File: config.mk
export PLATFORM = sky130hd
export DESIGN_NAME = instruction_fetch
export DESIGN_NICKNAME = d
export VERILOG_FILES = /design/src/rtl/instruction_fetch.sv
export SDC_FILE = /design/constraint.sdc
export NUM_CORES = 1
export LEC_CHECK = 0
export CORE_UTILIZATION = 55
export DETAILED_ROUTE_END_ITERATION = 7
export HOLD_SLACK_MARGIN = 0.03
export PLACE_DENSITY = 0.82
export SYNTH_ARGS = -nofsm -noshare
export SYNTH_HDL_FRONTEND = slang
export SYNTH_SLANG_ARGS = --single-unit
File: constraint.sdc
create_clock -name sysclk -period 9.3 [get_ports sysclk]
set_input_delay 1.86 -clock sysclk [delete_from_list [all_inputs] [get_ports sysclk]]
set_output_delay 1.86 -clock sysclk [all_outputs]
set_load 0.03 [all_outputs]
File: src/rtl/instruction_fetch.sv
// Fetch stage: owns the PC, keeps one instruction-memory request in flight and buffers words in a prefetch FIFO.
// Define FETCH_FIELDS_EN to add decoded field outputs (opcode/rs/rt/imm/sign-extended imm) from the FIFO head.
module instruction_fetch #(
  parameter int                  PC_WIDTH   = 8,
  parameter int                  INST_WIDTH = 8,
  parameter int                  FIFO_DEPTH = 4,
  parameter logic [PC_WIDTH-1:0] RESET_PC   = '0
) (
  input  logic                  sysclk,
  input  logic                  reset,
  output logic                  imem_req,
  output logic [PC_WIDTH-1:0]   imem_addr,
  input  logic                  imem_ack,
  input  logic [INST_WIDTH-1:0] imem_rdata,
  input  logic                  redirect_valid,
  input  logic [PC_WIDTH-1:0]   redirect_pc,
  output logic                  if_valid,
  input  logic                  if_ready,
  output logic [INST_WIDTH-1:0] if_inst,
  output logic [PC_WIDTH-1:0]   if_pc
`ifdef FETCH_FIELDS_EN
  ,
  output logic [2:0]            if_opcode,
  output logic                  if_rs,
  output logic                  if_rt,
  output logic [2:0]            if_imm,
  output logic [7:0]            if_signext_imm
`endif
);

  localparam int                PTR_W   = $clog2(FIFO_DEPTH);
  localparam int                CNT_W   = PTR_W + 1;
  localparam logic [CNT_W-1:0]  DEPTH_C = CNT_W'(FIFO_DEPTH);

  typedef enum logic {IDLE, REQ} state_t;

  state_t                state;
  logic [PC_WIDTH-1:0]   fetch_pc;
  logic [PTR_W-1:0]      wr_ptr;
  logic [PTR_W-1:0]      rd_ptr;
  logic [CNT_W-1:0]      count;
  logic                  discard;
  logic [PC_WIDTH-1:0]   pc_mem   [FIFO_DEPTH];
  logic [INST_WIDTH-1:0] inst_mem [FIFO_DEPTH];

  logic                  ack;
  logic                  push;
  logic                  pop;
  logic [CNT_W-1:0]      count_next;
  logic [PC_WIDTH-1:0]   ack_pc;

  always_comb begin
    // NOTE: every always_comb target gets a default first so no path can infer a latch.
    ack_pc = fetch_pc + PC_WIDTH'(1);
    if (discard) ack_pc = fetch_pc;
    ack        = imem_req & imem_ack;
    push       = ack & ~discard & ~redirect_valid;
    pop        = if_valid & if_ready;
    count_next = count + CNT_W'(push) - CNT_W'(pop);
  end

  assign if_valid = (count != '0);
  assign if_inst  = if_valid ? inst_mem[rd_ptr] : '0;
  assign if_pc    = if_valid ? pc_mem[rd_ptr]   : '0;

`ifdef FETCH_FIELDS_EN
  // if_inst is already zero while empty, so the fields inherit that.
  assign if_opcode      = if_inst[7:5];
  assign if_rs          = if_inst[4];
  assign if_rt          = if_inst[3];
  assign if_imm         = if_inst[2:0];
  assign if_signext_imm = {{5{if_inst[2]}}, if_inst[2:0]};
`endif

  // NOTE: buffer storage has no reset; if_valid masks stale entries, so only pointers and count are reset.
  always_ff @(posedge sysclk) begin
    if (push) begin
      pc_mem[wr_ptr]   <= imem_addr;
      inst_mem[wr_ptr] <= imem_rdata;
    end
  end

  // NOTE: sequential state uses non-blocking assignments so every register samples pre-edge values.
  always_ff @(posedge sysclk) begin
    if (reset) begin
      state     <= IDLE;
      fetch_pc  <= RESET_PC;
      wr_ptr    <= '0;
      rd_ptr    <= '0;
      count     <= '0;
      discard   <= 1'b0;
      imem_req  <= 1'b0;
      imem_addr <= RESET_PC;
    end else if (redirect_valid) begin
      wr_ptr   <= '0;
      rd_ptr   <= '0;
      count    <= '0;
      fetch_pc <= redirect_pc;
      if (imem_req && !imem_ack) begin
        // The in-flight request must still complete; its data is dropped on arrival.
        discard <= 1'b1;
      end else if (ack) begin
        discard   <= 1'b0;
        state     <= REQ;
        imem_req  <= 1'b1;
        imem_addr <= redirect_pc;
      end
    end else begin
      if (push) wr_ptr <= wr_ptr + PTR_W'(1);
      if (pop)  rd_ptr <= rd_ptr + PTR_W'(1);
      count <= count_next;
      case (state)
        IDLE: begin
          if (count < DEPTH_C) begin
            state     <= REQ;
            imem_req  <= 1'b1;
            imem_addr <= fetch_pc;
          end
        end
        REQ: begin
          if (imem_ack) begin
            fetch_pc <= ack_pc;
            discard  <= 1'b0;
            // A new request reserves a slot, so only continue while one is free.
            if (count_next < DEPTH_C) begin
              imem_addr <= ack_pc;
            end else begin
              state    <= IDLE;
              imem_req <= 1'b0;
            end
          end
        end
        default: state <= IDLE;
      endcase
    end
  end

endmodule
==> metrics.cfg <==
[clock_network]
ctsLongestPathBuffers = 2
cts_hold_buf = 0
post_cts_buffers = 0
cts_tree = yes
path_clk_slew_ns = 0.09
clock_sinks = 92
htree_levels = 3
clock_latency_ns = 0.37
cts_buffers = 9
cts_resized = 0
root_buffer = clkbuf_8

[synth]
synthTopCellsByArea = edfxtp_1 (49%), dfxtp_1 (14%), mux4_2 (9.2%)
yosys_warnings = 0
synthArstFlopShare = 0
syn-cell-area_mm2 = 0.00391
ys_seq_area_frac = 0.635
synth_edf_count = 64
syn_nets = 301
ys_ff_latch = 92
synthFlopType = edfxtp_1
syn_avg_cell_area_um2 = 14.4
synth_top_area_cell = edfxtp_1
netlist_instances = 272
synth_cell_type_count = 41
yosys.area.top_type_share = 0.492

[worst_setup_path]
timing.rr.end = imem_addr[1]
reg2reg_from = count[2]
critPathTopFamily = buffers and inverters
startpoint = redirect_valid
r2r_slack_ns = 6.09
required_ns = 9.59
path_cells = clkdlybuf4s50_1 > nor3_1 > inv_1 > ha_1 > inv_1 > ha_1 > fa_1 > xor3_2 > or2_4 > o211ai_4 > a311o_1 > a21oi_2
crit_path_max_incr_delay_ns = 0.74
end_kind = flip-flop
ff2ff_path_depth = 11
critPathArrivalTime_ns = 5.30
path_buf_inv = 3
cp_slowest_cell = nor3_1
critPathKind = in2reg
cp-start-kind = input pin
critical_path.max_fanout = 18

[floorplan]
dieWidth_um = 86.3
num_io_pins = 47
die_h_um = 86.3
die-area_mm2 = 0.00745
rows = 30
core_area_mm2 = 0.00683
initial_core_util = 0.572

[final_layout]
fin_area_mm2 = 0.00465
drive_above_1_share = 0.121
final_util = 0.680
syn_to_final_growth_pct = 18.9
n_antenna_cell = 0
nets = 345

[flow_run]
max_cap_viol_count = 0

[placed_design]
place_congestion = 0.955
dp_slack_ns = 3.90
io_buffers = 46
placed_area_mm2 = 0.00442
hpwl_um = 4600

[power]
power_switching_mw = 0.197
leakagePower_nw = 1.57
powerDensity_mw_per_mm2 = 180
power.internal_mw = 0.639
combPwrFrac = 0.093
ir_worst_vdd_mv = 0.0710
power_mw = 0.836
p_sw_frac = 0.236
pwr-share-seq = 0.550
clock_power_share = 0.357

[drt]
firstDrtPassIters = 4
drc = 0
vias_per_cell = 5.44
via_count = 2270
wl_um = 6960
wire_per_inst_um = 16.7
final_antenna_net_count = 0
drtIter0Drc = 106

[timing]
rsz0062_at_grt = no
period_share = 0.538
slew_headroom = 0.285
finClkSkew_ns = 0.00874
finalCriticalPeriod_ns = 5.00
max_slew.worst_pin.slew_ns = 1.07
maxSlewViolCount = 0
hold_viol = 0
worst_slack_ns = 4.30
fin_setup_tns_ns = 0
fmax_mhz = 200
setup_viol = 0

[min_path]
hp-start = rd_ptr[1]
hp-class = reg2reg
worstHoldPathCells = 2

[grt]
gr-total-overflow = 0
grt_usage = 0.201
grt_pass1_wl_um = 10900
grt_pass1_vias = 2206
antenna_found_initial = 0
grt_max_degree = 20

[run_status]
status = complete, no violations

## metal layers
layer / global-route usage / wire length [um] / up-vias
li1: - / - / 1096
met1: 0.249 / 3000 / 1098
met2: 0.333 / 3430 / 59
met3: 0.0400 / 294 / 17
met4: 0.117 / 225 / 0
met5: 0 / 0 / -
## cell families (layout without fill, tap and decap cells)
| kind of cell | after synthesis | count (layout) | synth area share |
|---|---|---|---|
| AOI/OAI and AO/OA | 32 | 32 | 0.0637 |
| adders and majority gates | 8 | 8 | 0.0275 |
| DFF | 92 | 92 | 0.635 |
| buffers and inverters | 21 | 70 | 0.0246 |
| muxes | 18 | 18 | 0.0973 |
| and+or+nand+nor | 85 | 85 | 0.112 |
| xor gates and xnor gates | 16 | 16 | 0.0400 |
## worst max path at each step
stage                   endpoint  slack, ns  cells after the start
global placement    imem_addr[1]       4.01                     12
CTS                 imem_addr[1]       4.27                     12
finish              imem_addr[1]       4.30                     12
detailed placement  imem_addr[1]       3.90                     12
global route        imem_addr[0]       4.07                     12
floorplan           imem_addr[0]       4.86                     13
## cell usage after synthesis, drive strengths merged, types with 2 or more instances
cell,instances
edfxtp,64
nand3,9
nor3,7
o41ai,2
and2,21
xor2,7
a21oi,8
o211ai,5
nand2,21
o21a,3
xnor2,8
nand2b,2
nor2,15
buf,5
ha,7
dfxtp,28
o211a,2
and3,3
a211oi,5
a21boi,3
inv,7
mux4,16
mux2i,2
clkbuf,7
or2b,2
## per-stage QoR
stage               hold slack (ns)  instances
finish                        0.536        417
global route                  0.550        417
CTS                           0.540        417
detailed placement            0.519        401
global placement              0.504        401
floorplan                     0.480        272
## sequential cells by signal (all words and copies together), names as in the netlist, named ones only
name and cells:
imem_addr 8, imem_req 1, wr_ptr 2, state 1
count 3, pc_mem 32, fetch_pc 8, discard 1
rd_ptr 2, inst_mem 32
## layout make-up
class	count	area, um2
flip-flops and latches	92	2480
well taps	96	120
clock inverters	6	95.1
repair buffers	46	460
fillers	507	2190
clock buffers	10	128
multi-input cells	159	1330
inverters	8	30.0
## worst min-delay path: cells and delay by family (launching register included)
family | cells | cell delay, ns
xor+xnor | 1 | 0.07
flops | 1 | 0.33
simple gates | 1 | 0.10
## power by group through the flow
| stage | registers (mW) | clock network [mW] | logic (mW) |
|---|---|---|---|
| 2_1_floorplan | 0.472 | 0 | 0.0422 |
| 3_3_place_gp | 0.469 | 0 | 0.0757 |
| 3_5_place_dp | 0.470 | 0 | 0.0773 |
| 4_1_cts | 0.460 | 0.301 | 0.0778 |
| 5_1_grt | 0.462 | 0.317 | 0.0835 |
| 6_report | 0.460 | 0.299 | 0.0774 |
## cell usage in the layout (no fill, tap or decap), types with 2 or more instances in the layout
cell type,synthesis,routed
inv_6,0,3
bufinv_16,0,2
a211oi_1,5,5
o41ai_1,2,2
xor2_1,7,7
ha_1,7,7
mux2i_1,2,2
nand2b_1,2,2
o211a_1,2,2
a21oi_1,7,7
inv_1,7,7
mux4_2,16,16
and3_1,3,3
nor3_1,7,7
or2b_2,2,2
o21a_1,3,3
nand2_1,21,21
o211ai_1,4,4
xnor2_1,8,8
edfxtp_1,64,64
clkdlybuf4s50_1,0,46
nand3_1,9,9
nor2_1,15,15
a21boi_0,3,3
and2_1,21,21
dfxtp_1,28,28
clkbuf_8,0,9
(Power assumes the default switching activity.)
